**config.mk**
```make
export PLATFORM = sky130hd
export DESIGN_NAME = sram_uart_dumper_flat
export DESIGN_NICKNAME = d
export VERILOG_FILES = /design/src/rtl/sram_uart_dumper_if.sv /design/src/rtl/sram_uart_dumper.sv /design/src/flat_wrapper.sv
export SDC_FILE = /design/constraint.sdc
export NUM_CORES = 1
export LEC_CHECK = 0
export BUFFER_PORTS_ARGS = -buffer_cell sky130_fd_sc_hd__buf_2
export CAP_MARGIN = 20
export CORE_MARGIN = 2
export CORE_UTILIZATION = 55
export DETAILED_ROUTE_END_ITERATION = 10
export PLACE_DENSITY_LB_ADDON = 0.08
export SYNTH_ARGS = -nofsm -noshare
export SYNTH_HDL_FRONTEND = slang
export SYNTH_SLANG_ARGS = --single-unit
```
**constraint.sdc**
```tcl
create_clock -name clk -period 3.35 [get_ports clk]
set_clock_uncertainty 0.05 [all_clocks]
set_input_delay 0.67 -clock clk [delete_from_list [all_inputs] [get_ports clk]]
set_output_delay 0.67 -clock clk [all_outputs]
set_load 0.03 [all_outputs]
```
**src/rtl/sram_uart_dumper_if.sv**
```systemverilog
// Purpose: SRAM read port and uart_tx byte port used by the SRAM dumper.
// Ports (signals):
//   sram_rd_en   master->slave  SRAM read strobe
//   sram_addr    master->slave  SRAM word address (ADDR_W bits)
//   sram_rdata   slave->master  SRAM read data, valid the cycle after sram_rd_en
//   tx_start     master->slave  uart_tx launch strobe
//   tx_data      master->slave  byte to send, valid while tx_start=1
//   tx_busy      slave->master  uart_tx busy
interface sram_uart_dumper_if #(
   parameter int unsigned ADDR_W = 10
) ();
   logic              sram_rd_en;
   logic [ADDR_W-1:0] sram_addr;
   logic [31:0]       sram_rdata;
   logic              tx_start;
   logic [7:0]        tx_data;
   logic              tx_busy;

   modport master (
      output sram_rd_en, sram_addr, tx_start, tx_data,
      input  sram_rdata, tx_busy
   );

   modport slave (
      input  sram_rd_en, sram_addr, tx_start, tx_data,
      output sram_rdata, tx_busy
   );
endinterface

```
**src/rtl/sram_uart_dumper.sv**
```systemverilog
// Purpose: reads SRAM words 0..DEPTH-1 and streams them to a uart_tx byte port
//          as SYNC_BYTE, DEPTH*4 data bytes (lane 0 first), optional checksum.
// Ports:
//   clk       clock
//   nRST      synchronous active-low reset
//   start_i   1-cycle dump request, ignored while busy
//   busy_o    high from the cycle after start is accepted until done
//   done_o    1-cycle pulse once the last frame byte has left the UART
//   bus       master side of sram_uart_dumper_if (SRAM read + uart_tx)
module sram_uart_dumper #(
   parameter int unsigned ADDR_W      = 10,
   parameter int unsigned DEPTH       = 1024,
   parameter logic [7:0]  SYNC_BYTE   = 8'h53,
   parameter bit          CHECKSUM_EN = 1'b1
) (
   input  logic                 clk,
   input  logic                 nRST,
   input  logic                 start_i,
   output logic                 busy_o,
   output logic                 done_o,
   sram_uart_dumper_if.master   bus
);

   localparam logic [ADDR_W-1:0] LAST_PTR = ADDR_W'(DEPTH - 1);

   typedef enum logic [3:0] {
      S_IDLE,
      S_SYNC_ISSUE,
      S_SYNC_WAIT,
      S_RD_REQ,
      S_RD_CAP,
      S_BYTE_ISSUE,
      S_BYTE_WAIT,
      S_CK_ISSUE,
      S_CK_WAIT,
      S_FIN
   } state_t;

   state_t            state_q;
   logic [ADDR_W-1:0] ptr_q;
   logic [1:0]        idx_q;
   logic [31:0]       word_q;
   logic [7:0]        csum_q;
   logic              wait_first_q;
   logic              busy_q;
   logic              done_q;
   logic              rd_en_q;
   logic [ADDR_W-1:0] addr_q;
   logic              tx_start_q;
   logic [7:0]        tx_data_q;

   // Byte lane of the captured word selected by idx
   logic [7:0] cur_byte_c;
   assign cur_byte_c = word_q[{idx_q, 3'b000} +: 8];

   // A wait state may exit only after its first cycle (tx_busy rises one cycle
   // after tx_start is sampled) and once the UART reports idle.
   logic wait_exit_c;
   assign wait_exit_c = !wait_first_q && !bus.tx_busy;

   // Frame sequencer; all outputs are registered. sram_rd_en is raised on the
   // transition into RD_REQ so the strobe coincides with that state and the
   // data is ready in RD_CAP.
   always_ff @(posedge clk) begin
      if (!nRST) begin
         state_q      <= S_IDLE;
         ptr_q        <= '0;
         idx_q        <= '0;
         word_q       <= '0;
         csum_q       <= '0;
         wait_first_q <= 1'b0;
         busy_q       <= 1'b0;
         done_q       <= 1'b0;
         rd_en_q      <= 1'b0;
         addr_q       <= '0;
         tx_start_q   <= 1'b0;
         tx_data_q    <= '0;
      end else begin
         done_q     <= 1'b0;
         rd_en_q    <= 1'b0;
         tx_start_q <= 1'b0;

         case (state_q)
            S_IDLE: begin
               if (start_i) begin
                  state_q <= S_SYNC_ISSUE;
                  busy_q  <= 1'b1;
                  ptr_q   <= '0;
                  csum_q  <= '0;
               end
            end

            S_SYNC_ISSUE: begin
               if (!bus.tx_busy) begin
                  tx_start_q   <= 1'b1;
                  tx_data_q    <= SYNC_BYTE;
                  wait_first_q <= 1'b1;
                  state_q      <= S_SYNC_WAIT;
               end
            end

            S_SYNC_WAIT: begin
               wait_first_q <= 1'b0;
               if (wait_exit_c) begin
                  rd_en_q <= 1'b1;
                  addr_q  <= ptr_q;
                  state_q <= S_RD_REQ;
               end
            end

            S_RD_REQ: begin
               state_q <= S_RD_CAP;
            end

            S_RD_CAP: begin
               word_q  <= bus.sram_rdata;
               idx_q   <= '0;
               state_q <= S_BYTE_ISSUE;
            end

            S_BYTE_ISSUE: begin
               if (!bus.tx_busy) begin
                  tx_start_q   <= 1'b1;
                  tx_data_q    <= cur_byte_c;
                  csum_q       <= csum_q + cur_byte_c;
                  wait_first_q <= 1'b1;
                  state_q      <= S_BYTE_WAIT;
               end
            end

            S_BYTE_WAIT: begin
               wait_first_q <= 1'b0;
               if (wait_exit_c) begin
                  if (idx_q != 2'd3) begin
                     idx_q   <= idx_q + 2'd1;
                     state_q <= S_BYTE_ISSUE;
                  end else if (ptr_q != LAST_PTR) begin
                     ptr_q   <= ptr_q + ADDR_W'(1);
                     rd_en_q <= 1'b1;
                     addr_q  <= ptr_q + ADDR_W'(1);
                     state_q <= S_RD_REQ;
                  end else if (CHECKSUM_EN) begin
                     state_q <= S_CK_ISSUE;
                  end else begin
                     done_q  <= 1'b1;
                     state_q <= S_FIN;
                  end
               end
            end

            S_CK_ISSUE: begin
               if (!bus.tx_busy) begin
                  tx_start_q   <= 1'b1;
                  tx_data_q    <= csum_q;
                  wait_first_q <= 1'b1;
                  state_q      <= S_CK_WAIT;
               end
            end

            S_CK_WAIT: begin
               wait_first_q <= 1'b0;
               if (wait_exit_c) begin
                  done_q  <= 1'b1;
                  state_q <= S_FIN;
               end
            end

            S_FIN: begin
               busy_q  <= 1'b0;
               addr_q  <= '0;
               state_q <= S_IDLE;
            end

            default: begin
               state_q <= S_IDLE;
            end
         endcase
      end
   end

   assign busy_o         = busy_q;
   assign done_o         = done_q;
   assign bus.sram_rd_en = rd_en_q;
   assign bus.sram_addr  = addr_q;
   assign bus.tx_start   = tx_start_q;
   assign bus.tx_data    = tx_data_q;

endmodule

```
**src/flat_wrapper.sv**
```systemverilog
// flat-port wrapper written by rule: the top's interface ports become plain ports
module sram_uart_dumper_flat 
#(
   parameter int unsigned ADDR_W      = 10,
   parameter int unsigned DEPTH       = 1024,
   parameter logic [7:0]  SYNC_BYTE   = 8'h53,
   parameter bit          CHECKSUM_EN = 1'b1
)
  (clk, nRST, start_i, busy_o, done_o, bus_sram_rd_en, bus_sram_addr, bus_tx_start, bus_tx_data, bus_sram_rdata, bus_tx_busy);
  sram_uart_dumper_if #(.ADDR_W(ADDR_W)) bus_i ();
  input  logic clk;
  input  logic nRST;
  input  logic start_i;
  output logic busy_o;
  output logic done_o;
  output wire logic [$bits(bus_i.sram_rd_en)-1:0] bus_sram_rd_en;
  output wire logic [$bits(bus_i.sram_addr)-1:0] bus_sram_addr;
  output wire logic [$bits(bus_i.tx_start)-1:0] bus_tx_start;
  output wire logic [$bits(bus_i.tx_data)-1:0] bus_tx_data;
  input wire logic [$bits(bus_i.sram_rdata)-1:0] bus_sram_rdata;
  input wire logic [$bits(bus_i.tx_busy)-1:0] bus_tx_busy;
  assign bus_sram_rd_en = bus_i.sram_rd_en;
  assign bus_sram_addr = bus_i.sram_addr;
  assign bus_tx_start = bus_i.tx_start;
  assign bus_tx_data = bus_i.tx_data;
  assign bus_i.sram_rdata = bus_sram_rdata;
  assign bus_i.tx_busy = bus_tx_busy;
  sram_uart_dumper #(.ADDR_W(ADDR_W), .DEPTH(DEPTH), .SYNC_BYTE(SYNC_BYTE), .CHECKSUM_EN(CHECKSUM_EN)) u_core (.clk(clk), .nRST(nRST), .start_i(start_i), .busy_o(busy_o), .done_o(done_o), .bus(bus_i));
endmodule
```
After elaboration in Yosys (flattened, before gate mapping). Cells that the tools add are included. W data, S select, Z words.

$add $sub $neg: 3. $mul: 0. Divide/modulo/power cells: 0. Order comparisons: 0. Equality and inequality tests: 22. Shift-type cells: 1. Muxes and demuxes: 37. Bitwise logic cells: 0. Reduce and logical (&&, ||, !) cells: 23.

Operator list (number): $mux W10 (5); $mux W8 (5); $pmux W4 S9 (1); $mux W4 (8); $shiftx A32 B6 Y8 (1); $pmux W10 S3 (1); $pmux W8 S3 (1); $pmux W10 S2 (1); $eq A4 B3 Y1 const B (4); $pmux W8 S2 (1); $ne A2 B2 Y1 const B (7); $add A10 B1 Y10 const B (1); $ne A10 B10 Y1 const B (1); $ne A2 B1 Y1 const B (5); $reduce_and A5 Y1 (2); $reduce_bool A2 Y1 (5); $add A8 B8 Y8 (1); $eq A4 B2 Y1 const B (2); $eq A4 B4 Y1 const B (2); $reduce_and A2 Y1 (4); $mux W1 (7); $reduce_and A7 Y1 (1); $pmux W1 S2 (3); $reduce_and A3 Y1 (2); other kinds (11) (15).

Register bits: 79. Latch bits: 0. Memory bits (writable): 0. ROM bits: 0. Input bits: 36. Output and inout port bits: 22. Logic and storage cells: 98. Memories kept: 0.

Depth between registers and ports, before layout. Gate-level depths: netlist (run 1).

Word-level depth: 5. Gate-level depth with buffers: 9. Gate-level depth less buffers: 8.

Worst setup path after synthesis (run 1). No wires, ideal clock.

Path kind: register -> register. Start point: reg u_core.idx_q[1]. End point: reg u_core.csum_q[6]. Library setup time: 0.122 ns. Arrival: 2.482 ns. Required time: 3.178 ns. Setup slack: 0.696 ns. Cell stages (with the launch flop): 10. Path buffers: 1. Clock period less this slack: 2.654 ns. Path through: dfxtp_1 > clkbuf_1 > mux4_2 > ha_1 > fa_1 > a21o_1 > a21oi_1 > o21ai_0 > xnor2_1 > o21ai_0.

Cells in the longest elaborated chain, start to end: 4.

RTL lines: start, declared (RTL line sram_uart_dumper.sv:41) `logic [1:0] idx_q;`; start signal, assigned (RTL line sram_uart_dumper.sv:135) `idx_q <= idx_q + 2'd1;`; $shiftx A32 B6 Y8 (RTL line sram_uart_dumper.sv:54) `assign cur_byte_c = word_q[{idx_q, 3'b000} +: 8];`; $add A8 B8 Y8 (RTL line sram_uart_dumper.sv:125) `csum_q <= csum_q + cur_byte_c;`; $mux W8 (RTL line sram_uart_dumper.sv:122) `if (!bus.tx_busy) begin`; $pmux W8 S2 (RTL line sram_uart_dumper.sv:83) `case (state_q)`; end signal, assigned (RTL line sram_uart_dumper.sv:125); end, declared (RTL line sram_uart_dumper.sv:43) `logic [7:0] csum_q;`.

Every way passes these cells. The select of a mux whose other input is x is not followed. A chain may end at the register's enable or synchronous reset.

Worst setup path after layout (run 1).
Start point: reg u_core.idx_q[0]. End point: reg u_core.csum_q[6].

The elaborated chain is that of the path after synthesis.

==> flow_summary_export.csv, run 1 <==
group,metric,value,unit
outcome,status,"completed",
synth,ys_warn_count,0,
clock_network,cts_tree,"done",
setup_path,required,3590,ps
setup_path,reg2reg_depth,7,
power,p_switching,880,uW
die,die_y,89.2,um
power,power.share.switching,36.6,%
setup_path,critPathKind,"reg -> reg",
synth,yosysSeqAreaShare,39.6,%
final_layout,nets,570,
synth,synth_top_area_share,39.6,%
synth,synth.area.top_cells,"dfxtp_1 40%, nand2_1 9.4%, a21oi_1 6.6%",
timing,relSlewSlack,44.4,%
setup_path,worstPathCellList,"mux4_2 > fa_1 > a21o_1 > a21oi_1 > o21ai_0 > xnor2_1 > o21ai_0",
power,leakagePower,0.00171,uW
setup_path,crit_start,"u_core.idx_q[0]",
drt,via_count,3618,
setup_path,crit_path_end_kind,"flop",
setup_path,r2r_start,"u_core.idx_q[0]",
clock_network,cts_buffers,9,
grt,grt_pass1_vias,3185,
power,total_power,2400,uW
drt,first_iter_violations,174,
drt,via_per_inst,5.76,
die,fp.dieArea,7960,um^2
clock_network,cts.sinks,79,
synth,synth-main-ff-cell,"dfxtp_1",
drt,ant_nets,0,
power,combinationalPowerShare,26.5,%
power,pwr-share-clk,27.1,%
synth,synthesis.area,3990,um^2
setup_path,cpMostUsedCell,"o21ai_0",
final_layout,final_util,62.7,%
grt,grt_start_max_net_pins,41,
setup_path,cp_max_fo,7,
clock_network,cts_root_buf,"clkbuf_8",
timing,finalCritPeriodShare,77.7,%
timing,rsz0062_at_grt,"no",
die,initial_core_util,56.0,%
timing,finalHoldViolCount,0,
synth,yosys.area.top_type,"dfxtp_1",
timing,holdWs,409,ps
grt,grt_pass1_wl,15100,um
final_layout,drive_above_1_share,20.2,%
grt,grt_overflow_total,0,
synth,synthArstFlopShare,0,%
flow_run,drv_cap,0,
synth,syn_inst,482,
drt,drc,0,
final_layout,area_delta_synth_final,12.1,%
synth,syn_nets,528,
clock_network,worst_skew_pair.late_latency,350,ps
hold_path,holdCritPathClass,"reg -> reg",
clock_network,clk_pin_slew,90,ps
setup_path,reg2reg_to,"u_core.csum_q[6]",
grt,grtUsageTotal,24.3,%
die,rows,31,
timing,fmax,0.384,GHz
die,io_pins,58,
power,p_int,1520,uW
final_layout,n_antenna_cell,0,
timing,tns,0,ps
synth,ys_types,65,
drt,drt-total-wl,9160,um
grt,antenna_found_initial,0,
die,core,7140,um^2
timing,tightest_slew,827,ps
synth,avgSynthCellArea,8.29,um^2
clock_network,cts_resized,0,
die,dieWidth,89.2,um
power,worst_ir_drop_vdd,0.000413,V
power,p_per_area,537,nW/um^2
drt,wl_per_cell,14.6,um
timing,setup_violations,0,
clock_network,cts_hold_buf,0,
place,pre_cts_slack,753,ps
setup_path,slowest_stage,"mux4_2",
clock_network,post_cts.repair.setup_buffers,0,
timing,finalMaxSlewViolations,0,
drt,dr.pass1.iters,4,
synth,synth-edff-count,0,
setup_path,endpoint,"u_core.csum_q[6]",
clock_network,cts_buffer_depth,2,
timing,setup_ws,746,ps
place,place_congestion,0.911,
setup_path,crit_path_start_kind,"flop",
setup_path,r2r_setup_slack,750,ps
place,port_buffers,57,
clock_network,htreeDepth,3,
synth,ys_seq_elements,79,
timing,post-route-min-period,2600,ps
place,place_hpwl,6350,um
power,pwr-share-seq,46.4,%
setup_path,arrival,2840,ps
setup_path,critPathMaxStageDelay,620,ps
[worst min-delay path by stage]
stage,startpoint,slack [ps],cells after the start,endpoint
2_1_floorplan,u_core.word_q[17],380,2,u_core.word_q[17]
3_3_place_gp,u_core.word_q[7],390,2,u_core.word_q[7]
3_5_place_dp,u_core.word_q[21],400,2,u_core.word_q[21]
4_1_cts,u_core.word_q[31],410,2,u_core.word_q[31]
5_1_grt,u_core.word_q[29],430,2,u_core.word_q[29]
6_report,u_core.word_q[27],410,2,u_core.word_q[27]
[area by class of cell]
type                       count  area (um^2)
inverter                      10         37.5
multi-input combinational    357         2190
timing repair buffer          67          360
sequential                    79         1580
clock inverter                 7         58.8
clock buffer                   9          124
tap                           99          124
fill                         686         2660
[power by group through the flow]
stage               registers, uW  clock network [uW]  logic (uW)
global route                 1130                 709         702
CTS                          1110                 669         637
detailed placement           1140                   0         635
global placement             1130                   0         625
finish                       1120                 652         637
floorplan                    1160                   0         466
[logic make-up (layout without fill, tap and decap cells)]
family,Yosys count,count (layout),synth area share (%)
AND/OR/NAND/NOR,195,195,23.2
AO/OA/AOI/OAI,132,132,21.0
flip-flops,79,79,39.6
buffers and inverters,46,93,5.54
multiplexers,15,15,6.30
adder cells (fa/ha/maj),10,10,3.32
XOR/XNOR,5,5,1.10
[synthesized netlist by cell type, types with 3 or more instances]
cell type,number
nor3_2,4
nand3_1,13
ha_1,9
o21ai_0,22
o31a_1,3
a22oi_1,10
nand2_1,100
nand2b_1,3
dfxtp_1,79
nand4_1,4
xnor2_1,4
a21o_1,4
buf_6,4
or3_1,7
a21oi_1,53
mux2i_1,6
o311a_1,5
buf_2,8
mux4_2,8
nor3_1,7
a211oi_1,3
and2_1,4
clkbuf_1,21
o21ai_1,3
a31oi_1,10
inv_1,8
nor2_1,33
and3_1,3
[flip-flops by register name, summed over array words and instances (netlist names)]
name                   flops
u_core.bus.sram_rd_en      1
u_core.done_o              1
u_core.bus.tx_start        1
u_core.csum_q              8
u_core.bus.tx_data         8
u_core.bus.sram_addr      10
u_core.ptr_q              10
u_core.word_q             32
u_core.busy_o              1
u_core.wait_first_q        1
u_core.idx_q               2
u_core.state_q             4
[routing by layer]
layer  track usage (%)  wire length [um]  vias up
met2              36.8              4150      114
met1              35.3              4360     1693
li1                  -                 -     1805
met3              4.99               582        6
met5                 0                 0        -
met4              7.06                69        0
[per-stage QoR]
stage / area (um^2) / std cells
detailed placement: 4290 / 612
CTS: 4480 / 628
floorplan: 3990 / 482
finish: 4480 / 628
global route: 4480 / 628
global placement: 4290 / 612
[worst max-delay path: cells and delay by family, from the launching register on]
family	cells	cell delay, ps
adder cells (fa/ha/maj)	1	460
flip-flops	1	590
XOR/XNOR	1	130
AO/OA/AOI/OAI	4	690
multiplexers	1	620
[cell usage in the layout, fill, tap and decap left out, types with 2 or more instances in the layout]
cell type  instances
nor2_1            33
clkinv_4           4
a21o_1             4
clkbuf_8           9
nand2_1          100
a31oi_1           10
nand4_1            4
o31a_1             3
a211oi_1           3
o22ai_1            2
xnor2_1            4
buf_2             57
nor4b_1            2
o21ai_0           22
a22oi_1           10
o211ai_1           2
buf_4             10
inv_1              8
a21oi_1           53
ha_1               9
a2111oi_0          2
o311a_1            5
or3_1              7
o21ai_1            3
nand2b_1           3
nand4b_1           2
dfxtp_1           79
and2_1             4
nand3_1           13
nor4_1             2
mux2i_1            6
nor3_2             4
nor3_1             7
mux4_2             8
and3_1             3
Power figures use the tool's default switching activity.
==> run 2: changes to the inputs <==
==> constraint.sdc (replaced) <==
create_clock -name clk -period 2.7 [get_ports clk]
set_clock_uncertainty 0.05 [all_clocks]
set_input_delay 0.54 -clock clk [delete_from_list [all_inputs] [get_ports clk]]
set_output_delay 0.54 -clock clk [all_outputs]
set_load 0.03 [all_outputs]
==> run 2 against run 1 <==
- die area unchanged
- register-to-register slack got worse by 500 ps
- worst hold slack got worse by 54 ps
- maximum frequency increased by 6.1%
- first-iteration DRC count increased by 6.3%
- sequential power increased by 23%
- sequential share of layout area decreased by 0.64 points
- power increased by 30%
- critical endpoint unchanged
- largest power group unchanged
==> flow_summary_export.csv, run 2 (synthesized netlist as in run 1, its figures left out) <==
group,metric,value,unit
timing,finalCritPeriodShare,90.9,%
drt,via_count,3648,
hold_path,holdCritPathClass,"in -> reg",
power,pwr-share-clk,30.2,%
die,fp.dieArea,7960,um^2
setup_path,reg2reg_depth,8,
clock_network,cts_buffer_depth,2,
clock_network,clk_pin_slew,90,ps
timing,setup_violations,0,
final_layout,mostFrequentLayoutCells,"100 x nand2_1, 79 x dfxtp_1, 57 x buf_2, 53 x a21oi_1, 33 x nor2_1",
place,place_hpwl,6470,um
power,pwr-share-seq,43.9,%
grt,grt_start_max_net_pins,33,
setup_path,reg2reg_to,"u_core.csum_q[6]",
setup_path,required,2940,ps
drt,dr.pass1.iters,4,
grt,antenna_found_initial,0,
drt,via_per_inst,5.74,
final_layout,area_delta_synth_final,14.2,%
setup_path,crit_path_start_kind,"flop",
final_layout,design_area,4560,um^2
clock_network,worst_skew_pair.late_latency,360,ps
setup_path,r2r_start,"u_core.idx_q[1]",
timing,tns,0,ps
timing,rsz0062_at_grt,"no",
timing,fmax,0.408,GHz
final_layout,n_antenna_cell,0,
timing,finalHoldViolCount,0,
final_layout,largest_reg_flops,32,
die,initial_core_util,56.0,%
clock_network,htreeDepth,3,
die,io_pins,58,
clock_network,cts_hold_buf,0,
power,p_int,2020,uW
timing,post-route-min-period,2450,ps
grt,grt_pass1_wl,15700,um
power,leakagePower,0.00176,uW
clock_network,cts_buffers,9,
timing,finalMaxSlewViolations,0,
clock_network,cts_root_buf,"clkbuf_8",
timing,tightest_slew,577,ps
final_layout,drive_above_1_share,21.3,%
place,place_area,4350,um^2
final_layout,fillerInstances,648,
clock_network,cts_tree,"done",
clock_network,cts.sinks,79,
timing,relSlewSlack,61.5,%
flow_run,drv_cap,0,
setup_path,crit_path_end_kind,"flop",
setup_path,endpoint,"u_core.csum_q[6]",
final_layout,top_register,"u_core.word_q",
final_layout,nets,577,
drt,drc,0,
drt,first_iter_violations,185,
drt,wl_per_cell,14.8,um
setup_path,arrival,2690,ps
power,power.share.switching,35.6,%
grt,grt_pass1_vias,3287,
grt,grt_util_met1,37.4,%
final_layout,final_common_cell,"nand2_1",
setup_path,cp_max_fo,2,
power,combinationalPowerShare,25.9,%
place,place_congestion,0.989,
die,die_y,89.2,um
die,rows,31,
clock_network,cts_resized,0,
grt,met3_usage,5.54,%
clock_network,post_cts.repair.setup_buffers,0,
setup_path,critPathKind,"reg -> reg",
power,p_per_area,687,nW/um^2
power,p_switching,1110,uW
drt,ant_nets,0,
grt,grtUsageTotal,25.2,%
grt,grt_util_met2,36.9,%
die,core,7140,um^2
setup_path,r2r_setup_slack,250,ps
grt,grt.busiest_layer,"met1",
power,worst_ir_drop_vdd,0.000569,V
setup_path,crit_start,"u_core.idx_q[1]",
grt,grt_overflow_total,0,
place,port_buffers,57,
die,dieWidth,89.2,um
drt,drt-total-wl,9400,um
outcome,status,"completed",
-- run 2: cell count changes in the layout (fill, tap and decap cells not counted) --
cell,previous run,this run
bufinv_16,0,1
clkinv_2,1,0
inv_6,0,2
clkbuf_8,9,10
buf_4,10,17
clkinv_4,4,1
-- run 2: metrics by stage --
stage	hold slack [ps]	util (%)	worst slack [ps]	total power (uW)	cells
global placement	391	60.9	285	2190	619
CTS	347	63.9	241	3150	635
finish	354	63.9	247	3130	635
detailed placement	395	60.9	266	2210	619
global route	356	63.9	58.9	3290	635
floorplan	383	-	45.8	2020	482
-- run 2: layout make-up --
| type | instances | area [um^2] | share of cell area [%] |
|---|---|---|---|
| Multi-Input combinational cell | 357 | 2190 | 48.1 |
| Sequential cell | 79 | 1580 | 34.7 |
| Timing Repair Buffer | 74 | 413 | 9.06 |
| Clock buffer | 10 | 138 | 3.02 |
| Tap cell | 99 | 124 | 2.72 |
| Clock inverter | 6 | 75.1 | 1.65 |
| Inverter | 10 | 37.5 | 0.823 |
-- run 2: critical path: stages (launching register included) --
cell	delay [ps]
dfxtp_1	350
mux4_2	520
ha_1	230
fa_1	420
a21o_1	200
a21oi_1	210
o21ai_0	140
xnor2_1	130
o21ai_0	130
-- run 2: power groups by stage --
stage          clock, uW  sequential (uW)  combinational, uW
3_3_place_gp           0             1400                793
5_1_grt             1000             1390                897
6_report             945             1380                811
3_5_place_dp           0             1400                808
2_1_floorplan          0             1440                578
4_1_cts              960             1380                812
-- run 2: worst min-delay path by stage --
stage / end / depth (start not counted) / startpoint / slack [ps]
global placement: u_core.word_q[4] / 2 / u_core.word_q[4] / 390
finish: u_core.word_q[28] / 3 / bus_sram_rdata[28] / 350
detailed placement: u_core.word_q[25] / 2 / u_core.word_q[25] / 400
global route: u_core.word_q[5] / 3 / bus_sram_rdata[5] / 360
floorplan: u_core.word_q[17] / 2 / u_core.word_q[17] / 380
CTS: u_core.word_q[18] / 3 / bus_sram_rdata[18] / 350
-- run 2: routing by layer --
layer  vias up  wire length (um)
met4         0               116
met3        11               547
met2       117              4100
li1       1820                 -
met1      1700              4630
met5         -                 0
